File: src/rtl/imem_loader.sv
// Instruction-memory loader: parses a length-prefixed byte stream into 32-bit words and writes them to IMEM.
// Latency: the 4th byte of a word accepted in cycle T gives im_we in T+1; done rises two cycles after the final accepted byte.
// Backpressure: rx_ready is high only while a byte is expected (LEN_HI, LEN_LO, DATA, CSUM); bytes move on rx_valid & rx_ready.
//
// Ports:
//   sysclk, cpu_reset            clock, synchronous active-high reset
//   start                        pulse that opens a load session from IDLE, DONE or ERR
//   rx_valid, rx_data, rx_ready  byte stream from the host link
//   im_we, im_addr, im_wdata     instruction-memory write port, one strobe per word
//   cpu_hold                     keeps the processor in reset while a load is in progress
//   done, err                    sticky session outcome
//   word_count                   words written in the current session
//
// Optional feature: define IMEM_LOADER_CHECKSUM_EN to append a mod-256 checksum byte
// to the stream, verified before the load is declared done.
module imem_loader #(
   parameter int ADDR_W        = 8,
   parameter bit HOLD_AT_RESET = 1'b1
) (
   input  logic              sysclk,
   input  logic              cpu_reset,
   input  logic              start,
   input  logic              rx_valid,
   input  logic [7:0]        rx_data,
   output logic              rx_ready,
   output logic              im_we,
   output logic [ADDR_W-1:0] im_addr,
   output logic [31:0]       im_wdata,
   output logic              cpu_hold,
   output logic              done,
   output logic              err,
   output logic [ADDR_W:0]   word_count
);

   typedef enum logic [2:0] {
      S_IDLE   = 3'd0,
      S_LEN_HI = 3'd1,
      S_LEN_LO = 3'd2,
      S_DATA   = 3'd3,
`ifdef IMEM_LOADER_CHECKSUM_EN
      S_CSUM   = 3'd4,
`endif
      S_FLUSH  = 3'd5,
      S_DONE   = 3'd6,
      S_ERR    = 3'd7
   } state_t;

   // Where the stream goes once all data words (possibly zero) are in.
`ifdef IMEM_LOADER_CHECKSUM_EN
   localparam state_t POST_DATA = S_CSUM;
`else
   localparam state_t POST_DATA = S_FLUSH;
`endif

   localparam int unsigned MAX_WORDS = 32'd1 << ADDR_W;

   state_t      state;
   logic [15:0] len;
   logic [1:0]  byte_idx;
   logic [23:0] asm_r;      // first three bytes of the word being assembled
   logic        acc;
   logic [15:0] len_rx;     // full word count as it completes in LEN_LO
   logic        last_word;
`ifdef IMEM_LOADER_CHECKSUM_EN
   logic [7:0]  csum;
`endif

   always_comb begin
      rx_ready = 1'b0;
      case (state)
         S_LEN_HI, S_LEN_LO, S_DATA: rx_ready = 1'b1;
`ifdef IMEM_LOADER_CHECKSUM_EN
         S_CSUM:                     rx_ready = 1'b1;
`endif
         default:                    rx_ready = 1'b0;
      endcase
   end

   assign acc       = rx_valid & rx_ready;
   assign len_rx    = {len[15:8], rx_data};
   // word_count is the index of the word being completed; +1 gives words written after it.
   assign last_word = (32'(word_count) + 32'd1) == 32'(len);

   always_ff @(posedge sysclk) begin
      if (cpu_reset) begin
         state      <= S_IDLE;
         im_we      <= 1'b0;
         im_addr    <= '0;
         im_wdata   <= '0;
         done       <= 1'b0;
         err        <= 1'b0;
         word_count <= '0;
         cpu_hold   <= HOLD_AT_RESET;
         len        <= '0;
         byte_idx   <= '0;
         asm_r      <= '0;
`ifdef IMEM_LOADER_CHECKSUM_EN
         csum       <= '0;
`endif
      end else begin
         im_we <= 1'b0;
         case (state)
            S_IDLE, S_DONE, S_ERR: begin
               if (start) begin
                  state      <= S_LEN_HI;
                  word_count <= '0;
                  byte_idx   <= '0;
                  len        <= '0;
                  cpu_hold   <= 1'b1;
                  done       <= 1'b0;
                  err        <= 1'b0;
`ifdef IMEM_LOADER_CHECKSUM_EN
                  csum       <= '0;
`endif
               end
            end
            S_LEN_HI: begin
               if (acc) begin
                  len[15:8] <= rx_data;
                  state     <= S_LEN_LO;
               end
            end
            S_LEN_LO: begin
               if (acc) begin
                  len[7:0] <= rx_data;
                  // Rejecting oversize loads here is what keeps im_addr from wrapping.
                  if (32'(len_rx) > MAX_WORDS) begin
                     state <= S_ERR;
                     err   <= 1'b1;
                  end else if (len_rx == 16'd0) begin
                     state <= POST_DATA;
                  end else begin
                     state <= S_DATA;
                  end
               end
            end
            S_DATA: begin
               if (acc) begin
                  asm_r    <= {asm_r[15:0], rx_data};
                  byte_idx <= byte_idx + 2'd1;
`ifdef IMEM_LOADER_CHECKSUM_EN
                  csum     <= csum + rx_data;
`endif
                  if (byte_idx == 2'd3) begin
                     im_we      <= 1'b1;
                     im_addr    <= word_count[ADDR_W-1:0];
                     im_wdata   <= {asm_r, rx_data};
                     word_count <= word_count + 1'b1;
                     if (last_word) state <= POST_DATA;
                  end
               end
            end
`ifdef IMEM_LOADER_CHECKSUM_EN
            S_CSUM: begin
               if (acc) begin
                  if (rx_data == csum) begin
                     state <= S_FLUSH;
                  end else begin
                     state <= S_ERR;
                     err   <= 1'b1;
                  end
               end
            end
`endif
            S_FLUSH: begin
               state    <= S_DONE;
               done     <= 1'b1;
               cpu_hold <= 1'b0;
            end
            default: state <= S_IDLE;
         endcase
      end
   end

endmodule

File: config.mk
export PLATFORM = sky130hd
export DESIGN_NAME = imem_loader
export DESIGN_NICKNAME = d
export VERILOG_FILES = /design/src/rtl/imem_loader.sv
export SDC_FILE = /design/constraint.sdc
export NUM_CORES = 1
export LEC_CHECK = 0
export BUFFER_PORTS_ARGS = -buffer_cell sky130_fd_sc_hd__buf_4
export CAP_MARGIN = 20
export CORE_UTILIZATION = 55
export CTS_CLUSTER_DIAMETER = 200
export DETAILED_ROUTE_END_ITERATION = 16
export HOLD_SLACK_MARGIN = 0.06
export PLACE_DENSITY = 0.84
export SETUP_SLACK_MARGIN = 0.4
export SYNTH_ARGS = -nofsm -noshare
export SYNTH_HDL_FRONTEND = slang
export SYNTH_SLANG_ARGS = --single-unit
export TNS_END_PERCENT = 30
File: constraint.sdc
create_clock -name sysclk -period 2.75 [get_ports sysclk]
set_input_delay 0.55 -clock sysclk [delete_from_list [all_inputs] [get_ports sysclk]]
set_output_delay 0.55 -clock sysclk [all_outputs]
set_load 0.01 [all_outputs]
==> flow_summary.json, run 1 <==
{
  "run_status": "finished, final reports clean",
  "slew_limit_fails": 0,
  "tritoncts": "yes",
  "maximum_ir_drop_on_the_vdd_rail_mv": 0.428,
  "cts_htree_levels": 3,
  "reg2regPathDepth": 7,
  "fp.dieArea_sq_mm": 0.00786,
  "regToRegStartpoint": "word_count[1]",
  "mappedNetlistArea_sq_mm": 0.00413,
  "overflow": 0,
  "fin_setup_tns_ns": 0,
  "die_w_microns": 88.7,
  "number_of_antenna_violations_at_the_first_check_in_global_routing": 0,
  "startpoint": "word_count[1]",
  "cts.hold.buffers_added": 0,
  "post-cts-setup-buffer-count": 0,
  "max-cap-violations": 0,
  "grt_pass1_vias": 3336,
  "min_path_cells": 2,
  "fmax_mhz": 446,
  "final.period_utilization_pct": 81.6,
  "critical_path_start_end_classification": "register to register",
  "numPortBuffers": 65,
  "gp_routability_congestion": 0.884,
  "setup_viol": 0,
  "critPathArrivalTime_ns": 2.50,
  "worst_ep_required_time_ns": 3.01,
  "firstDrtPassIters": 5,
  "starting_density_pct": 57.0,
  "worst_skew_pair.late_latency_ns": 0.36,
  "floorplan.io_pins": 66,
  "final_design_area_excluding_fillers_sq_mm": 0.00488,
  "timing_hold_violations_final": 0,
  "post_route_cells_drive_above_1_share_pct": 17.4,
  "die_h_microns": 88.7,
  "cts_resized": 2,
  "synth.largest_area_cell": "sky130_fd_sc_hd__dfxtp_1",
  "route.final.wire_length_mm": 9.77,
  "vias_per_cell": 5.60,
  "post-route-drc-count": 0,
  "power.static_leakage_nw": 1.79,
  "max_slew_headroom_at_the_worst_pin_pct": 58.4,
  "clk_tree_root_cell": "sky130_fd_sc_hd__clkbuf_8",
  "mostFrequentLayoutCell": "sky130_fd_sc_hd__nand2_1",
  "detailed_place.area_sq_mm": 0.00467,
  "synthTopCellsByArea": "sky130_fd_sc_hd__dfxtp_1 (47%), sky130_fd_sc_hd__nand2_1 (16%), sky130_fd_sc_hd__a21oi_1 (12%)",
  "synth_top_flop_cell": "sky130_fd_sc_hd__dfxtp_1",
  "core_area_sq_mm": 0.00725,
  "worstSetupStartpointType": "register",
  "place_ws_ns": 0.340,
  "yosys.cell_types.count": 47,
  "ys_async_rst_share_pct": 0,
  "cts_buffers": 9,
  "max_slew.worst_pin.slew_ns": 0.624,
  "diode_insertion_count_for_antenna_repair": 0,
  "cts-root-to-sink-buffers": 2,
  "yosys_warnings": 0,
  "nFillCells": 622,
  "grt.total_usage_pct": 26.2,
  "wl_per_cell_microns": 14.1,
  "finalWorstPathRequiredPeriod_ns": 2.24,
  "layout.nets": 605,
  "worst_setup_ep": "state[2]",
  "avgSynthCellArea_sq_um": 7.64,
  "grt_first_pass_wirelength_mm": 15.7,
  "pin_count_of_the_biggest_net_entering_global_routing": 46,
  "power.density_mw_per_mm2": 638,
  "dp_hpwl_mm": 6.76,
  "r2r_setup_slack_ns": 0.51,
  "worstPathMaxFanout": 7,
  "ant_nets": 0,
  "sequential_to_total_area_share_from_yosys_stat_pct": 47.5,
  "synth_nets": 555,
  "dr_total_vias": 3892,
  "most_used_cells_in_the_layout_excluding_fill_and_tap_cells": "sky130_fd_sc_hd__nand2_1 (170), sky130_fd_sc_hd__dfxtp_1 (96), sky130_fd_sc_hd__a21oi_1 (95), sky130_fd_sc_hd__buf_4 (76), sky130_fd_sc_hd__nor2_1 (24)",
  "numClockSinks": 98,
  "synth_enable_flop_cells": 0,
  "post-synth-top-area-fraction_pct": 47.5,
  "path_clk_slew_ns": 0.09,
  "rows": 31,
  "rsz0062_at_grt": "no",
  "postSynthRegisterBits": 98,
  "finClkSkew_ns": 0.0121,
  "detailedRoute.firstIterationViolations": 225,
  "worst_hold_path_type": "register to register",
  "rr_endpoint": "state[2]",
  "synthCells": 541,
  "crit_path_end_kind": "register",
  "setup_slack_ns": 0.506,
  "layout-area-overhead-vs-synth_pct": 18.1
}
[report_power, final]
part / leakage (nW) / switching, mW / internal (mW)
Combinational: 0.905 / 0.381 / 0.224
Clock: 0.0975 / 0.497 / 0.450
Sequential: 0.791 / 0.0873 / 1.47
[layer usage]
| layer | global-route usage (%) | wire length [microns] | vias up |
|---|---|---|---|
| li1 | - | - | 1917 |
| met1 | 35.3 | 4330 | 1828 |
| met2 | 42.4 | 4690 | 133 |
| met3 | 5.60 | 631 | 14 |
| met4 | 7.48 | 121 | 0 |
| met5 | 0 | 0 | - |
[how the worst min path moves through the flow]
| stage | start | end | slack (ns) |
|---|---|---|---|
| 4_1_cts | rx_data[0] | im_wdata[0] | 0.45 |
| 3_3_place_gp | cpu_hold | cpu_hold | 0.44 |
| 3_5_place_dp | cpu_hold | cpu_hold | 0.45 |
| 2_1_floorplan | len[13] | len[13] | 0.43 |
| 5_1_grt | rx_data[4] | asm_r[4] | 0.47 |
| 6_report | len[15] | len[15] | 0.46 |
[critical path: stages (launching register included)]
cell	delay (ns)
sky130_fd_sc_hd__dfxtp_2	0.42
sky130_fd_sc_hd__ha_2	0.31
sky130_fd_sc_hd__xor2_1	0.15
sky130_fd_sc_hd__a221o_1	0.26
sky130_fd_sc_hd__nor4_1	0.25
sky130_fd_sc_hd__nand4_1	0.14
sky130_fd_sc_hd__o31ai_2	0.27
sky130_fd_sc_hd__mux2_1	0.35
[area by class of cell]
cell class | count | area (sq um) | area share (%)
repair buffers | 76 | 571 | 11.7
clock buffers | 11 | 141 | 2.90
clock inverters | 5 | 61.3 | 1.26
inverters | 6 | 22.5 | 0.461
well taps | 99 | 124 | 2.54
multi-input cells | 400 | 2000 | 40.9
flip-flops and latches | 98 | 1960 | 40.2
[registers in the layout (all words and copies together) (netlist names)]
register,count
im_wdata,32
asm_r,24
len,16
word_count,9
im_addr,8
state,3
byte_idx,2
cpu_hold,1
done,1
err,1
im_we,1
[kinds of logic after synthesis]
logic type | count (synthesis) | share of synthesized area (%)
adder cells (fa/ha/maj) | 2 | 0.606
AND/OR/NAND/NOR | 261 | 27.4
flip-flops | 98 | 47.5
XOR/XNOR | 8 | 1.70
buffers and inverters | 43 | 4.42
multiplexers | 4 | 0.999
AO/OA/AOI/OAI | 125 | 17.4
[cells in the mapped netlist (2+ instances only)]
library cell               number
sky130_fd_sc_hd__nand4_1        2
sky130_fd_sc_hd__nand2b_1       5
sky130_fd_sc_hd__dfxtp_1       98
sky130_fd_sc_hd__a21oi_1       95
sky130_fd_sc_hd__inv_1          6
sky130_fd_sc_hd__a211oi_1       4
sky130_fd_sc_hd__nand3_1       22
sky130_fd_sc_hd__and2_1         4
sky130_fd_sc_hd__nor2b_1        4
sky130_fd_sc_hd__and3_1         3
sky130_fd_sc_hd__xnor2_1        3
sky130_fd_sc_hd__buf_2          5
sky130_fd_sc_hd__mux2i_1        3
sky130_fd_sc_hd__o21ai_0       10
sky130_fd_sc_hd__nor3_1         9
sky130_fd_sc_hd__a211o_1        2
sky130_fd_sc_hd__buf_4          4
sky130_fd_sc_hd__nor2_1        24
sky130_fd_sc_hd__xor2_1         5
sky130_fd_sc_hd__ha_1           2
sky130_fd_sc_hd__clkbuf_1      28
sky130_fd_sc_hd__or3_1          2
sky130_fd_sc_hd__nor4_1         7
sky130_fd_sc_hd__nand2_1      171
[metrics by stage]
stage          hold slack, ns  total power [mW]  std cells  util [%]
6_report                0.459              3.11        695      67.3
5_1_grt                 0.467              3.26        695      67.3
4_1_cts                 0.452              3.11        695      67.2
3_5_place_dp            0.446              2.19        679      64.4
3_3_place_gp            0.439              2.17        679      64.4
2_1_floorplan           0.432              2.02        541         -
(Power assumes the default switching activity.)
==> inputs of run 2 (changes only) <==
ABC_AREA = 1   (was unset)
clock period = 2.35 ns   (was 2.75 ns; I/O delays follow)
==> run 2 against run 1 <==
Via count fell by 5.0%. Global-route usage increased by 0.52 points. Non-clock buffer count is 2 lower. Maximum frequency is 20% higher. Critical path type unchanged. Count of clock-buffer cells in the layout decreased by 2. Synthesized cell count shrank 2.4%. Combinational power rose by 140%. Die area is 3.4% lower.
==> flow_summary.json, run 2 <==
{
  "rsz0062_at_grt": "yes",
  "power.density_mw_per_mm2": 968,
  "gp_routability_congestion": 0.919,
  "maximum_ir_drop_on_the_vdd_rail_mv": 0.768,
  "setup_viol": 0,
  "core_area_sq_mm": 0.00691,
  "cts.hold.buffers_added": 0,
  "route.final.wire_length_mm": 9.93,
  "largest_register": "im_wdata",
  "reg_top3": "im_wdata: 32 flops, asm_r: 24 flops, len: 16 flops",
  "starting_density_pct": 57.8,
  "pin_count_of_the_biggest_net_entering_global_routing": 77,
  "vias_per_cell": 5.38,
  "gr-max-usage-layer": "met2",
  "crit_path_end_kind": "register",
  "yosys_warnings": 0,
  "top_post_synthesis_cells_by_count": "sky130_fd_sc_hd__dfxtp_1 (98), sky130_fd_sc_hd__a21oi_1 (72), sky130_fd_sc_hd__nor2_1 (67)",
  "slew_limit_fails": 0,
  "grt_first_pass_wirelength_mm": 15.7,
  "layout-area-overhead-vs-synth_pct": 21.9,
  "dr_total_vias": 3699,
  "synthTopCellsByArea": "sky130_fd_sc_hd__dfxtp_1 (49%), sky130_fd_sc_hd__a21oi_1 (9.0%), sky130_fd_sc_hd__nor2_1 (6.3%)",
  "yosys.cell_types.count": 35,
  "max_slew.worst_pin.slew_ns": 0.520,
  "power.static_leakage_nw": 2.01,
  "worst_hold_path_type": "input port to register",
  "fin_setup_tns_ns": 0,
  "fp.dieArea_sq_mm": 0.00760,
  "r2r_setup_slack_ns": 0.47,
  "die_w_microns": 87.2,
  "post-route-drc-count": 0,
  "most_used_standard_cell_by_instance_count_after_synthesis": "sky130_fd_sc_hd__dfxtp_1",
  "ant_nets": 0,
  "worst_ep_required_time_ns": 2.65,
  "synth_enable_flop_cells": 0,
  "cts-root-to-sink-buffers": 2,
  "post-place-cells": 667,
  "layout.cells.non_filler": 687,
  "grt.total_usage_pct": 26.7,
  "min_path_cells": 3,
  "globalRouteMet1Util_pct": 35.7,
  "final_design_area_excluding_fillers_sq_mm": 0.00486,
  "ys_async_rst_share_pct": 0,
  "worstSetupStartpointType": "register",
  "rr_endpoint": "word_count[6]",
  "most_used_cells_in_the_layout_excluding_fill_and_tap_cells": "sky130_fd_sc_hd__dfxtp_1 (95), sky130_fd_sc_hd__buf_4 (72), sky130_fd_sc_hd__a21oi_1 (71), sky130_fd_sc_hd__nand2_1 (64), sky130_fd_sc_hd__nor2_1 (63)",
  "detailed_place.area_sq_mm": 0.00454,
  "finClkSkew_ns": 0.0106,
  "clk_tree_root_cell": "sky130_fd_sc_hd__clkbuf_8",
  "die_h_microns": 87.2,
  "flip_flop_count_of_the_largest_register_all_copies_and_words_added": 32,
  "avgSynthCellArea_sq_um": 7.55,
  "layout.nets": 600,
  "min-delay-start": "rx_data[2]",
  "postLayoutCoreUtil_pct": 70.4,
  "post-synth-top-area-fraction_pct": 49.2,
  "tritoncts": "yes",
  "cts_buffers": 9,
  "synth_nets": 542,
  "diode_insertion_count_for_antenna_repair": 0,
  "numClockSinks": 98,
  "synth_top_flop_cell": "sky130_fd_sc_hd__dfxtp_1",
  "max-cap-violations": 0,
  "synthCells": 528,
  "sequential_to_total_area_share_from_yosys_stat_pct": 49.2,
  "mappedNetlistArea_sq_mm": 0.00399,
  "final.period_utilization_pct": 79.8,
  "worst_hold_path.endpoint": "asm_r[2]",
  "max_slew_headroom_at_the_worst_pin_pct": 65.3,
  "wl_per_cell_microns": 14.5,
  "detailedRoute.firstIterationViolations": 316,
  "grt_pass1_vias": 3337,
  "reg2regPathDepth": 9,
  "cts_htree_levels": 3,
  "timing_hold_violations_final": 0,
  "critical_path_start_end_classification": "register to register",
  "mostFrequentLayoutCell": "sky130_fd_sc_hd__dfxtp_1",
  "synth.largest_area_cell": "sky130_fd_sc_hd__dfxtp_1",
  "fmax_mhz": 533,
  "global_route.usage.met3_pct": 5.31,
  "run_status": "finished, final reports clean",
  "fin_worst_hold_slack_ns": 0.389,
  "critPathArrivalTime_ns": 2.17,
  "rows": 30,
  "numPortBuffers": 65,
  "path_clk_slew_ns": 0.10,
  "post_route_cells_drive_above_1_share_pct": 21.0,
  "finalWorstPathRequiredPeriod_ns": 1.88,
  "groute.layer.met2.usage_pct": 42.7,
  "postSynthRegisterBits": 98,
  "floorplan.io_pins": 66,
  "overflow": 0,
  "worstPathMaxFanout": 36,
  "number_of_antenna_violations_at_the_first_check_in_global_routing": 0,
  "regToRegStartpoint": "state[0]",
  "worst_skew_pair.late_latency_ns": 0.37,
  "firstDrtPassIters": 5,
  "dp_hpwl_mm": 6.61
}
## run 2: cell types whose count changed after synthesis, sizes merged, moves of 7 or more
cell	change
o21ai	+64
nor2	+47
nand2	-104
clkbuf	-14
inv	+53
nand3	+9
nor4	-7
a21oi	-21
## run 2: worst max-delay path: stages, from the launching register on
cell and delay (ns):
sky130_fd_sc_hd__dfxtp_1 0.39, sky130_fd_sc_hd__inv_2 0.08, sky130_fd_sc_hd__nor3_4 0.26, sky130_fd_sc_hd__inv_2 0.10
sky130_fd_sc_hd__nor2_4 0.12, sky130_fd_sc_hd__nand2_2 0.07, sky130_fd_sc_hd__inv_2 0.29, sky130_fd_sc_hd__buf_12 0.24
sky130_fd_sc_hd__nand3_1 0.09, sky130_fd_sc_hd__a21oi_1 0.16
## run 2: layer usage
metal,wire length [microns],up-vias
met5,0,-
met4,240,0
met2,4720,153
met1,4300,1665
li1,-,1852
met3,671,29
## run 2: per-stage QoR
stage          total power [mW]  setup slack [ns]
2_1_floorplan              3.02             0.629
6_report                   4.71             0.474
5_1_grt                    4.96             0.344
3_3_place_gp               3.27             0.429
3_5_place_dp               3.33             0.343
4_1_cts                    4.55             0.343
## run 2: power breakdown
group / total [mW] / switching, mW / internal [mW]
clock: 1.22 / 0.612 / 0.611
combinational: 1.48 / 0.938 / 0.540
sequential: 2.00 / 0.143 / 1.86
## run 2: layout make-up
class	count	area, sq um
flip-flops and latches	98	1970
repair buffers	74	581
fillers	582	2050
clock buffers	9	124
multi-input cells	344	1750
inverters	59	221
clock inverters	7	98.8
well taps	96	120
## run 2: timing repair
| item | in CTS | in global routing |
|---|---|---|
| cloned | 0 | 0 |
| endpoints found under the setup margin | 9 | 21 |
| setup buffers | 0 | 4 |
| gates resized for setup | 1 | 18 |
| pin swaps | 0 | 3 |
## run 2: cells by family after synthesis
family / count (synthesis) / synth area share [%]
muxes: 1 / 0.251
xor gates and xnor gates: 2 / 0.784
adders and majority gates: 2 / 0.627
buffers and inverters: 86 / 8.56
AOI/OAI and AO/OA: 161 / 21.5
and+or+nand+nor: 178 / 19.1
DFF: 98 / 49.2
## run 2: worst max-delay path by stage
stage             startpoint             to  slack, ns
2_1_floorplan  word_count[0]       state[2]       0.63
3_3_place_gp   word_count[0]       state[2]       0.43
3_5_place_dp        state[1]        len[14]       0.34
4_1_cts        word_count[0]       state[1]       0.34
5_1_grt             state[0]  word_count[7]       0.34
6_report            state[0]  word_count[6]       0.47
